## config.mk

```make
export PLATFORM = sky130hd
export DESIGN_NAME = rns_forward_converter
export DESIGN_NICKNAME = d
export VERILOG_FILES = /design/src/rtl/rns_pkg.sv /design/src/rtl/rns_mod_lane.sv /design/src/rtl/rns_forward_converter.sv
export SDC_FILE = /design/constraint.sdc
export NUM_CORES = 1
export LEC_CHECK = 0
export CORE_AREA = 2 2 136 72
export CTS_CLUSTER_SIZE = 40
export DETAILED_ROUTE_END_ITERATION = 8
export DIE_AREA = 0 0 138 74
export HOLD_SLACK_MARGIN = 0.05
export PLACE_DENSITY = 0.7
export SETUP_SLACK_MARGIN = 0.1
export SLEW_MARGIN = 20
export SYNTH_ARGS = -nofsm -noshare
export SYNTH_HDL_FRONTEND = slang
export SYNTH_SLANG_ARGS = --single-unit
```

## constraint.sdc

```tcl
create_clock -name clk -period 2.5 [get_ports clk]
set_input_delay 0.5 -clock clk [delete_from_list [all_inputs] [get_ports clk]]
set_output_delay 0.5 -clock clk [all_outputs]
set_load 0.01 [all_outputs]
```

## src/rtl/rns_pkg.sv

```systemverilog
// Shared RNS definitions: default geometry, converter state encoding and the
// lane slicing helper used by both the forward converter and the CRT block.
package rns_pkg;

  localparam int unsigned DEF_NUM_MODULI = 4;
  localparam int unsigned DEF_MOD_WIDTH  = 4;
  localparam int unsigned DEF_X_WIDTH    = 16;

  localparam logic [1:0] ST_IDLE   = 2'd0;
  localparam logic [1:0] ST_REDUCE = 2'd1;
  localparam logic [1:0] ST_DONE   = 2'd2;

  typedef enum logic [1:0] {
    IDLE   = ST_IDLE,
    REDUCE = ST_REDUCE,
    DONE   = ST_DONE
  } conv_state_e;

  // LSB position of residue/modulus lane `lane` in a packed lane vector.
  function automatic int unsigned lane_lsb(input int unsigned lane,
                                           input int unsigned width);
    return lane * width;
  endfunction

endpackage

```

## src/rtl/rns_mod_lane.sv

```systemverilog
// One residue lane of the forward converter: holds the captured modulus and
// the running remainder, and folds in one x bit per step with a single
// conditional subtract (r stays below m, so one subtract always suffices).
// Ports:
//   clk, reset        clock, synchronous active-high reset
//   load, m_in        capture modulus
//   clear             zero the remainder
//   step, bit_in      advance one bit: r = 2r + b, minus m if that reaches m
//   residue_c         remainder, forced to 0 for a zero modulus
//   zero_mod_c        captured modulus is 0
module rns_mod_lane
  import rns_pkg::*;
#(
  parameter int unsigned MOD_WIDTH = DEF_MOD_WIDTH
) (
  input  logic                 clk,
  input  logic                 reset,
  input  logic                 load,
  input  logic [MOD_WIDTH-1:0] m_in,
  input  logic                 clear,
  input  logic                 step,
  input  logic                 bit_in,
  output logic [MOD_WIDTH-1:0] residue_c,
  output logic                 zero_mod_c
);

  logic [MOD_WIDTH-1:0] m_q, m_d;
  logic [MOD_WIDTH-1:0] r_q, r_d;
  logic [MOD_WIDTH:0]   t_c;
  logic [MOD_WIDTH:0]   m_ext_c;

  assign zero_mod_c = (m_q == '0);
  assign residue_c  = zero_mod_c ? '0 : r_q;

  // Next remainder; a zero-modulus lane simply holds its cleared value.
  always_comb begin
    m_d     = m_q;
    r_d     = r_q;
    t_c     = {r_q, bit_in};
    m_ext_c = {1'b0, m_q};
    if (load) begin
      m_d = m_in;
    end
    if (clear) begin
      r_d = '0;
    end else if (step && !zero_mod_c) begin
      if (t_c >= m_ext_c) begin
        r_d = MOD_WIDTH'(t_c - m_ext_c);
      end else begin
        r_d = t_c[MOD_WIDTH-1:0];
      end
    end
  end

  always_ff @(posedge clk) begin
    if (reset) begin
      m_q <= '0;
      r_q <= '0;
    end else begin
      m_q <= m_d;
      r_q <= r_d;
    end
  end

endmodule

```

## src/rtl/rns_forward_converter.sv

```systemverilog
// Forward RNS converter: bit-serial restoring reduction of x against every
// modulus lane in parallel, MSB first, behind valid/ready handshakes.
// Ports:
//   clk, reset              clock, synchronous active-high reset
//   in_valid/in_ready       operand handshake (x_in, m_in sampled on accept)
//   x_in                    unsigned integer to decompose
//   m_in                    packed moduli, lane 0 in the LSBs
//   out_valid/out_ready     result handshake
//   residues                packed x mod m_i, same lane order as m_in
//   err_zero_mod            per-lane flag, captured modulus was 0
module rns_forward_converter
  import rns_pkg::*;
#(
  parameter int unsigned NUM_MODULI = DEF_NUM_MODULI,
  parameter int unsigned MOD_WIDTH  = DEF_MOD_WIDTH,
  parameter int unsigned X_WIDTH    = DEF_X_WIDTH
) (
  input  logic                            clk,
  input  logic                            reset,
  input  logic                            in_valid,
  output logic                            in_ready,
  input  logic [X_WIDTH-1:0]              x_in,
  input  logic [NUM_MODULI*MOD_WIDTH-1:0] m_in,
  output logic                            out_valid,
  input  logic                            out_ready,
  output logic [NUM_MODULI*MOD_WIDTH-1:0] residues,
  output logic [NUM_MODULI-1:0]           err_zero_mod
);

  localparam int unsigned CNT_WIDTH = $clog2(X_WIDTH + 1);
  localparam int unsigned RES_WIDTH = NUM_MODULI * MOD_WIDTH;

  conv_state_e            state_q, state_d;
  logic                   in_ready_q, in_ready_d;
  logic                   out_valid_q, out_valid_d;
  logic [RES_WIDTH-1:0]   residues_q, residues_d;
  logic [NUM_MODULI-1:0]  err_q, err_d;
  logic [CNT_WIDTH-1:0]   cnt_q, cnt_d;
  logic [X_WIDTH-1:0]     x_q, x_d;

  logic                   lane_load_c;
  logic                   lane_step_c;
  logic [RES_WIDTH-1:0]   lane_res_c;
  logic [NUM_MODULI-1:0]  lane_zero_c;

  assign in_ready     = in_ready_q;
  assign out_valid    = out_valid_q;
  assign residues     = residues_q;
  assign err_zero_mod = err_q;

  for (genvar i = 0; i < NUM_MODULI; i++) begin : g_lane
    rns_mod_lane #(
      .MOD_WIDTH (MOD_WIDTH)
    ) u_lane (
      .clk        (clk),
      .reset      (reset),
      .load       (lane_load_c),
      .m_in       (m_in[lane_lsb(i, MOD_WIDTH) +: MOD_WIDTH]),
      .clear      (lane_load_c),
      .step       (lane_step_c),
      .bit_in     (x_q[X_WIDTH-1]),
      .residue_c  (lane_res_c[lane_lsb(i, MOD_WIDTH) +: MOD_WIDTH]),
      .zero_mod_c (lane_zero_c[i])
    );
  end

  // Next-state and registered-output logic. REDUCE spends X_WIDTH cycles
  // stepping, then one more cycle latching the lane results into DONE.
  always_comb begin
    state_d     = state_q;
    in_ready_d  = in_ready_q;
    out_valid_d = out_valid_q;
    residues_d  = residues_q;
    err_d       = err_q;
    cnt_d       = cnt_q;
    x_d         = x_q;
    lane_load_c = 1'b0;
    lane_step_c = 1'b0;
    case (state_q)
      IDLE: begin
        in_ready_d  = 1'b1;
        out_valid_d = 1'b0;
        if (in_valid && in_ready_q) begin
          x_d         = x_in;
          cnt_d       = '0;
          lane_load_c = 1'b1;
          in_ready_d  = 1'b0;
          state_d     = REDUCE;
        end
      end
      REDUCE: begin
        in_ready_d  = 1'b0;
        out_valid_d = 1'b0;
        if (cnt_q == CNT_WIDTH'(X_WIDTH)) begin
          residues_d  = lane_res_c;
          err_d       = lane_zero_c;
          out_valid_d = 1'b1;
          state_d     = DONE;
        end else begin
          lane_step_c = 1'b1;
          x_d         = {x_q[X_WIDTH-2:0], 1'b0};
          cnt_d       = cnt_q + CNT_WIDTH'(1);
        end
      end
      DONE: begin
        in_ready_d  = 1'b0;
        out_valid_d = 1'b1;
        if (out_ready) begin
          out_valid_d = 1'b0;
          in_ready_d  = 1'b1;
          state_d     = IDLE;
        end
      end
      default: begin
        in_ready_d  = 1'b1;
        out_valid_d = 1'b0;
        state_d     = IDLE;
      end
    endcase
  end

  always_ff @(posedge clk) begin
    if (reset) begin
      state_q     <= IDLE;
      in_ready_q  <= 1'b1;
      out_valid_q <= 1'b0;
      residues_q  <= '0;
      err_q       <= '0;
      cnt_q       <= '0;
      x_q         <= '0;
    end else begin
      state_q     <= state_d;
      in_ready_q  <= in_ready_d;
      out_valid_q <= out_valid_d;
      residues_q  <= residues_d;
      err_q       <= err_d;
      cnt_q       <= cnt_d;
      x_q         <= x_d;
    end
  end

endmodule

```

# After elaboration in Yosys (flattened, before gate mapping)
# Cells that the tools add are included.
word_totals:
  ram_bits: 0
  reg_bits: 77
  latch_bits: 0
  wordCells: 78
  rom_bits: 0
  output_inout_bits: 22
  inputBits: 36
  memories: 0
op_classes:
  addsub: 5
  order_cmp: 4
  eq_ne: 7
  reduce_logical: 19
  bitwise: 0
  n_mul: 0
  n_div: 0
  shift: 0
  muxes: 28
ops:
  columns: ["op", "n"]
  rows:
  - ["16-bit two-way mux", 2]
  - ["4-bit two-way mux", 8]
  - ["16-bit one-hot mux with 2 select lines", 1]
  - ["5-bit by 4-bit greater-or-equal comparator with 1-bit output", 4]
  - ["4-bit logical NOT", 4]
  - ["4-bit subtractor", 4]
  - ["5-bit two-way mux", 2]
  - ["5-bit one-hot mux with 2 select lines", 1]
  - ["1-bit two-way mux", 8]
  - ["2-bit != test, second input constant", 4]
  - ["2-bit two-way mux", 3]
  - ["2-bit one-hot mux with 3 select lines", 1]
  - ["3-bit AND reduction", 2]
  - ["5-bit by 1-bit adder with 5-bit output, second input constant", 1]
  - ["5-bit equality test, second input constant", 1]
  - ["1-bit logical AND", 5]
  - ["1-bit logical NOT", 4]
  - ["1-bit one-hot mux with 3 select lines", 1]
  - ["2-bit by 1-bit equality test with 1-bit output, second input constant", 1]
  - ["2-bit equality test, second input constant", 1]
  - ["2-bit logical NOT", 1]
  - ["1-bit one-hot mux with 2 select lines", 1]
  - ["2-bit AND reduction", 1]
  - ["2-bit nonzero test", 1]
  - ["2-bit OR reduction", 1]

# Longest topological paths before layout
# Gate-level depths: netlist of run 1.
logic_depth:
  word_depth: 4
  mapped_depth: 9
  depth_no_buf: 9

# Hierarchy
# From an unflattened synthesis of run 1, not the netlist that was laid out.
unflattened:
  hier_cells: 526
  area_unflattened_um2: 4590.7
by_module_without_submodules:
  columns: ["mod", "instances", "cells_each", "area_per_inst_um2"]
  rows:
  - ["rns_forward_converter", 1, 243, 2139.6]
  - ["rns_mod_lane (g_lane[0].u_lane ...)", 3, 70, 614.3]
  - ["rns_mod_lane (g_lane[1].u_lane)", 1, 73, 608.1]

# Worst setup path before layout of run 1
# OpenSTA, ideal clock, no wires.
synth_timing:
  kind: "register to register"
  startpoint: "register x_q[15]"
  endpoint: "register g_lane[0].u_lane.r_q[2]"
  n_path_buf: 0
  synth_period_minus_slack_ns: 1.833
  slack_ns: 0.667
  setup_ns: 0.075
  arrival_ns: 1.758
  required_ns: 2.425
  path_stages_with_launch: 9
  path_cell_list: "dfxtp_1 -> inv_1 -> ha_1 -> inv_1 -> fa_1 -> o21a_1 -> o311ai_0 -> o21ai_0 -> o22ai_1"
synth_via:
  elab_chain_len: 2
  elab_cells_between_ends: 3
synth_rtl:
  columns: ["item", "line", "rtl"]
  rows:
  - ["start: declaration", "rns_forward_converter.sv:39", "logic [X_WIDTH-1:0] x_q, x_d;"]
  - ["start signal: assignment", "rns_forward_converter.sv:130", "x_q <= '0;"]
  - ["start signal: assignment", "rns_forward_converter.sv:138", "x_q <= x_d;"]
  - ["4-bit subtractor or 5-bit by 4-bit greater-or-equal comparator with 1-bit output (tied branches)", "rns_mod_lane.sv:48, rns_mod_lane.sv:47", null]
  - ["4-bit two-way mux *", "rns_mod_lane.sv:47", "if (t_c >= m_ext_c) begin"]
  - ["end signal: assignment", "rns_mod_lane.sv:61", "r_q <= r_d;"]
  - ["end: declaration", "rns_mod_lane.sv:28", "logic [MOD_WIDTH-1:0] r_q, r_d;"]
# Every way passes the cells marked *; elsewhere a longest branch is shown, timed or not.
# A chain may end at the register's enable or synchronous reset.

# Final worst setup path of run 1
# Ends and elaborated chain as after synthesis.

==> results of run 1 <==
-- critical path, cell delays in order, from the launching register on --
cell      delay (ns)
dfxtp_1         0.31
inv_1           0.24
ha_1            0.26
inv_1           0.08
fa_1            0.40
o21a_1          0.20
o311ai_0        0.30
o21ai_0         0.16
o22ai_1         0.17
-- flip-flops by register name, indices dropped and copies added, names as in the netlist --
name,count
g_lane.u_lane.m_q,16
g_lane.u_lane.r_q,16
residues,16
x_q,16
cnt_q,5
err_zero_mod,4
state_q,2
in_ready,1
out_valid,1
-- synth_stat cells, types with 3 or more instances --
cell type and number:
dfxtp_1 77, a31oi_1 4, xnor2_1 6, ha_1 22
a211oi_1 17, and2_0 3, nand3_1 25, a21oi_1 47
nand2_1 70, mux2i_1 22, a21o_1 4, o21ai_0 15
inv_1 27, buf_2 10, xor2_1 6, clkbuf_1 15
nand4_1 3, or4_1 5, nand2b_1 4, o22ai_1 8
mux2_2 4, fa_1 4, nor2b_1 4, nor2_1 40
-- final cells by class --
type                    instances  area share
flip-flops and latches         77      0.3126
multi-input cells             337      0.4372
well taps                     121     0.03070
clock buffers                   9     0.04567
repair buffers                 65      0.1302
inverters                      27     0.02055
clock inverters                 7     0.02309
-- final timing paths --
kind,startpoint,endpoint,slack [ns]
max,x_q[15]$_SDFFE_PP0P_,g_lane[0].u_lane.r_q[2]$_SDFFE_PP0P_,0.30
min,residues[3]$_SDFFE_PP0P_,residues[3]$_SDFFE_PP0P_,0.45
max reg2reg,x_q[15]$_SDFFE_PP0P_,g_lane[0].u_lane.r_q[2]$_SDFFE_PP0P_,0.30
min reg2reg,residues[3]$_SDFFE_PP0P_,residues[3]$_SDFFE_PP0P_,0.45
-- what timing repair did --
action                                  in CTS  in global routing
gates resized for setup                      0                  1
endpoints found under the setup margin       0                  1
hold endpoints to repair                     0                  0
-- report_power, final --
group	internal, mW	leakage, nW	switching (mW)	total (mW)
registers	1.35	0.627	0.0936	1.44
logic	0.487	1.10	0.597	1.08
clock network	0.971	0.169	0.504	1.47
-- logic make-up after synthesis --
logic type | Yosys count
flip-flops | 77
adder cells (fa/ha/maj) | 26
buffers and inverters | 55
XOR/XNOR | 12
multiplexers | 26
AND/OR/NAND/NOR | 163
AO/OA/AOI/OAI | 110
-- stage by stage --
stage / instance area, um^2 / worst slack (ns) / instances / power (mW)
finish: 4931 / 0.2962 / 643 / 4.002
floorplan: 3921 / 0.6673 / 469 / 2.274
global placement: 4588 / 0.2845 / 627 / 2.500
detailed placement: 4588 / 0.1515 / 627 / 2.527
CTS: 4927 / 0.3182 / 643 / 4.011
global route: 4931 / 0.1140 / 643 / 4.224
-- per-layer routing --
metal,global-route usage,vias up
met5,0,-
met4,0.04989,0
met3,0.05473,10
met2,0.2844,77
met1,0.2762,1566
li1,-,1719
==> summary.txt, run 1 <==
status = completed
Hold-fix buffers, CTS = 0
DR iter-0 viols = 341
Worst Path Max Fanout = 8
Die Height = 74 um
total grt overflow = 0
die area = 10210 um^2
CTS tree = done
Clock Path Buffers = 2
multiplexer share of the synthesized area = 0.06765
R2R cell count = 8
WS Path Type = register to register
critical path startpoint category = register
most frequent cells in the layout = 77 x dfxtp_1, 70 x nand2_1, 56 x clkdlybuf4s50_1
Syn Nets = 531
Seq cells post-synth = 77
Slew @ Worst Pin = 0.4887 ns
Clk Tree Root Cell = clkbuf_16
Final #Nets = 579
clk_lat worst skew = 0.33 ns
ant diodes = 0
core area = 9071 um^2
CTS HTree Levels = 3
WL met1 = 5.046 mm
Syn Area/Cell = 8.361 um^2
layout overhead on the synthesized area = 25.75%
port bufs = 57
WL met3 = 458 um
XOR/XNOR Fraction of Synth Area = 0.02680
main combinational cell family by area after synthesis = simple AND/OR/NAND/NOR gates
Slew Limit Fails = 0
post-DP HPWL = 6.855 mm
pwr dens = 811.5 nW/um^2
Post-Synth Adder-Cell Area = 0.09062
Rel. slew slack = 0.6742
first-pass GRT wire length = 15.74 mm
area leader, netlist = dfxtp_1
CP endpoint kind = register
final setup vio count = 0
clock sinks = 77
WL met2 = 3.796 mm
Syn Inst Count = 469
number of library cell types mapped by synthesis = 44
worst hold slack = 0.4541 ns
DRC violations left = 0
total wire length = 9.389 mm
total track usage = 0.1915
gpl congestion = 0.9038
I/O pins = 58
synth top area cells = dfxtp_1 39%, ha_1 7.0%, nand2_1 6.7%, a21oi_1 6.0%, mux2i_1 5.6%
setup tns final = 0 ns
DR pass1 iterations = 5
post-synthesis compound-gate area fraction = 0.1768
total number of vias = 3372
Chip Width = 138 um
Max Fclk = 453.8 MHz
Leakage = 1.894 nW
largest net degree at the start of global routing = 39
top-area cell type share of the netlist area = 0.3931
max_cap viols = 0
fraction of layout cells with a size suffix above 1 = 0.07088
Async S/R FF share, synth = 0
row count = 25
sequential element share of the synthesized area = 0.3931
Final Hold Fails = 0
minimum clock period after layout = 2.204 ns
initial antenna violation count = 0
Via density = 5.244
simple-gate portion of the synthesized area = 0.1879
yosys warns = 0
fillers = 840
Final ANT Viol Nets = 0
clock skew = 0.008565 ns
Netlist Area Pre-Place = 3921 um^2
Clk pin slew, worst setup/hold paths = 0.06 ns
Top FF cell, synth = dfxtp_1
CTS Buf Count = 9
final cycle utilization of the critical path = 0.8815
FF/Latch Area = 1541 um^2
max layer used = met4
Post-synth EDFFs = 0
commonest non-fill, non-tap cell in the layout = dfxtp_1
Hold Crit Depth = 2
worst hold path type = register to register
CP arrival = 2.46 ns
Starting Density = 0.4323
drt wl/cell = 14.60 um
Crit path required time = 2.76 ns
Finished Core Util = 0.5436
unrepaired setup endpoints after global routing = no
VDD IR-drop max = 434.0 uV
vias in the first global route = 3189
Multi-input gate area = 2156 um^2
setup bufs post-CTS = 0
Note: power is estimated with default switching activity, not from simulation.
==> run 2: changes to the inputs <==
--- a/config.mk
+++ b/config.mk
@@ -5,10 +5,11 @@
 export SDC_FILE = /design/constraint.sdc
 export NUM_CORES = 1
 export LEC_CHECK = 0
-export CORE_AREA = 2 2 136 72
+export CORE_AREA = 2 2 97 99
 export CTS_CLUSTER_SIZE = 40
 export DETAILED_ROUTE_END_ITERATION = 8
-export DIE_AREA = 0 0 138 74
+export DIE_AREA = 0 0 99 101
+export GPL_TIMING_DRIVEN = 0
 export HOLD_SLACK_MARGIN = 0.05
 export PLACE_DENSITY = 0.7
 export SETUP_SLACK_MARGIN = 0.1
==> run 2 against run 1 <==
Effect of this change: hold slack lost 0.0032 ns; first-iteration DRC count shrank 64%; via count grew 3.0%; design area shrank 1.2%; total power shrank 8.5%; final cell count grew 1.6%; clock skew grew 0.011 ns; sequential power is essentially flat; largest cell class unchanged.
==> summary.txt, run 2 (synthesis results as in run 1) <==
CTS tree = done
clock skew = 0.01924 ns (+0.01068 ns)
Clock Path Buffers = 2 (unchanged)
CP arrival = 2.46 ns (about the same)
fraction of layout cells with a size suffix above 1 = 0.07565 (+0.004765)
final worst setup slack = 0.3290 ns (+0.03278 ns)
unrepaired setup endpoints after global routing = no
first-pass GRT wire length = 15.62 mm (-0.74%)
setup bufs post-CTS = 0 (unchanged)
Slew Limit Fails = 0 (unchanged)
DR pass1 iterations = 7 (+2)
Clk Tree Root Cell = clkbuf_8
setup tns final = 0 ns (unchanged)
critical path startpoint category = register
Clk pin slew, worst setup/hold paths = 0.09 ns (+0.03 ns)
Worst Path Max Fanout = 8 (unchanged)
peak per-stage delay on the critical path = 0.41 ns (about the same)
post-DP HPWL = 6.994 mm (+2.0%)
Setup WS pre-CTS = 0.1097 ns (-0.04176 ns)
VDD IR-drop max = 375.8 uV (-13%)
status = completed
Buf+Inv Stages, Crit Path = 1 (-1)
Chip Width = 99 um (-28%)
row count = 35 (+40%)
Starting Density = 0.4368 (+0.004519)
minimum clock period after layout = 2.171 ns (-0.03278 ns)
DRC violations left = 0 (unchanged)
crit path max-delay cell type = ha_1
most frequent cells in the layout = 77 x dfxtp_1, 70 x nand2_1, 57 x clkdlybuf4s50_1
I/O pins = 58 (unchanged)
port bufs = 57 (unchanged)
total track usage = 0.1945 (+0.003008)
drt wl/cell = 14.38 um (-1.5%)
max_cap viols = 0 (unchanged)
total number of vias = 3473 (+3.0%)
ant diodes = 0 (unchanged)
die area = 9999 um^2 (-2.1%)
FF/Latch Area = 1541 um^2 (unchanged)
core area = 8977 um^2 (-1.0%)
total grt overflow = 0 (unchanged)
Top delay family on crit path = compound AO/OA/AOI/OAI gates
largest net degree at the start of global routing = 14 (-64%)
Max Fclk = 460.6 MHz (+1.5%)
Slew @ Worst Pin = 0.6551 ns (+0.1664 ns)
gpl congestion = 0.8921 (-1.3%)
layout overhead on the synthesized area = 24.25%
pwr dens = 751.7 nW/um^2 (-7.4%)
final cycle utilization of the critical path = 0.8684 (-0.01311)
Via density = 5.319 (+1.4%)
Final #Nets = 599 (+3.5%)
DR iter-0 viols = 122 (-64%)
commonest non-fill, non-tap cell in the layout = dfxtp_1
crit-path cells = clkinvlp_4 > ha_1 > nor2b_1 > o211ai_1 > o311a_1 > mux2_2 > o22ai_1
Die Height = 101 um (+36%)
total wire length = 9.393 mm (about the same)
Multi-input gate area = 2156 um^2 (unchanged)
clk_lat worst skew = 0.35 ns (+0.02 ns)
fillers = 826 (-1.7%)
WS Path Type = register to register
clock sinks = 77 (unchanged)
Leakage = 1.877 nW (-0.88%)
Crit path required time = 2.78 ns (+0.02 ns)
final setup vio count = 0 (unchanged)
vias in the first global route = 3412 (+7.0%)
worst hold path type = register to register
CTS Buf Count = 9 (unchanged)
CP endpoint kind = register
Final ANT Viol Nets = 0 (unchanged)
Final Hold Fails = 0 (unchanged)
CTS HTree Levels = 3 (unchanged)
initial antenna violation count = 0 (unchanged)
Rel. slew slack = 0.5633 (-0.1110)
run 2: cell types whose count changed in the layout (fill, tap and decap cells not counted), sizes merged:
cell           change
clkdlybuf4s50      +1
inv                -1
clkbuf            +16
clkinvlp           +1
buf                +3
run 2: final cells by class:
type,instances,share of cell area
plain buffers,28,0.02517
multi-input cells,337,0.4425
flip-flops and latches,77,0.3164
well taps,111,0.02851
clock inverters,7,0.02337
inverters,27,0.02157
repair buffers,57,0.1171
clock buffers,9,0.02542
run 2: stage by stage:
| stage | area (um^2) | power [mW] | hold slack, ns | std cells | utilization |
|---|---|---|---|---|---|
| 2_1_floorplan | 3921 | 2.274 | 0.4438 | 469 | - |
| 3_3_place_gp | 4631 | 2.518 | 0.4396 | 637 | 0.5158 |
| 3_5_place_dp | 4631 | 2.552 | 0.4453 | 637 | 0.5158 |
| 4_1_cts | 4868 | 3.674 | 0.4570 | 653 | 0.5423 |
| 5_1_grt | 4872 | 3.879 | 0.4735 | 653 | 0.5427 |
| 6_report | 4872 | 3.662 | 0.4509 | 653 | 0.5427 |
run 2: what timing repair did:
action                                  in CTS  in global routing
hold buffers                                 0                  0
resized for setup                            0                  1
endpoints found under the setup margin       0                  1
run 2: report_power, final:
| part | total [mW] | switching [mW] | leakage (nW) | internal (mW) |
|---|---|---|---|---|
| clock network | 1.12 | 0.463 | 0.123 | 0.660 |
| registers | 1.44 | 0.0923 | 0.627 | 1.35 |
| logic | 1.10 | 0.601 | 1.13 | 0.498 |
run 2: worst paths after layout:
path	slack, ns	start	to	depth (start not counted)
setup / recovery	0.33	x_q[15]$_SDFFE_PP0P_	g_lane[1].u_lane.r_q[0]$_SDFFE_PP0P_	7
hold / removal	0.45	residues[4]$_SDFFE_PP0P_	residues[4]$_SDFFE_PP0P_	2
hold reg to reg	0.45	residues[4]$_SDFFE_PP0P_	residues[4]$_SDFFE_PP0P_	2
setup reg to reg	0.33	x_q[15]$_SDFFE_PP0P_	g_lane[1].u_lane.r_q[0]$_SDFFE_PP0P_	7
run 2: layer usage:
metal | vias up | part of all wire | GRT usage
met5 | - | 0 | 0
met4 | 0 | 0.018 | 0.08641
met3 | 14 | 0.046 | 0.03883
met2 | 74 | 0.49 | 0.3441
met1 | 1621 | 0.45 | 0.2277
li1 | 1764 | - | -
run 2: worst min-delay path: stages, from the launching register on:
cell     delay (ns)
dfxtp_1        0.31
nand2_1        0.05
a21oi_1        0.05
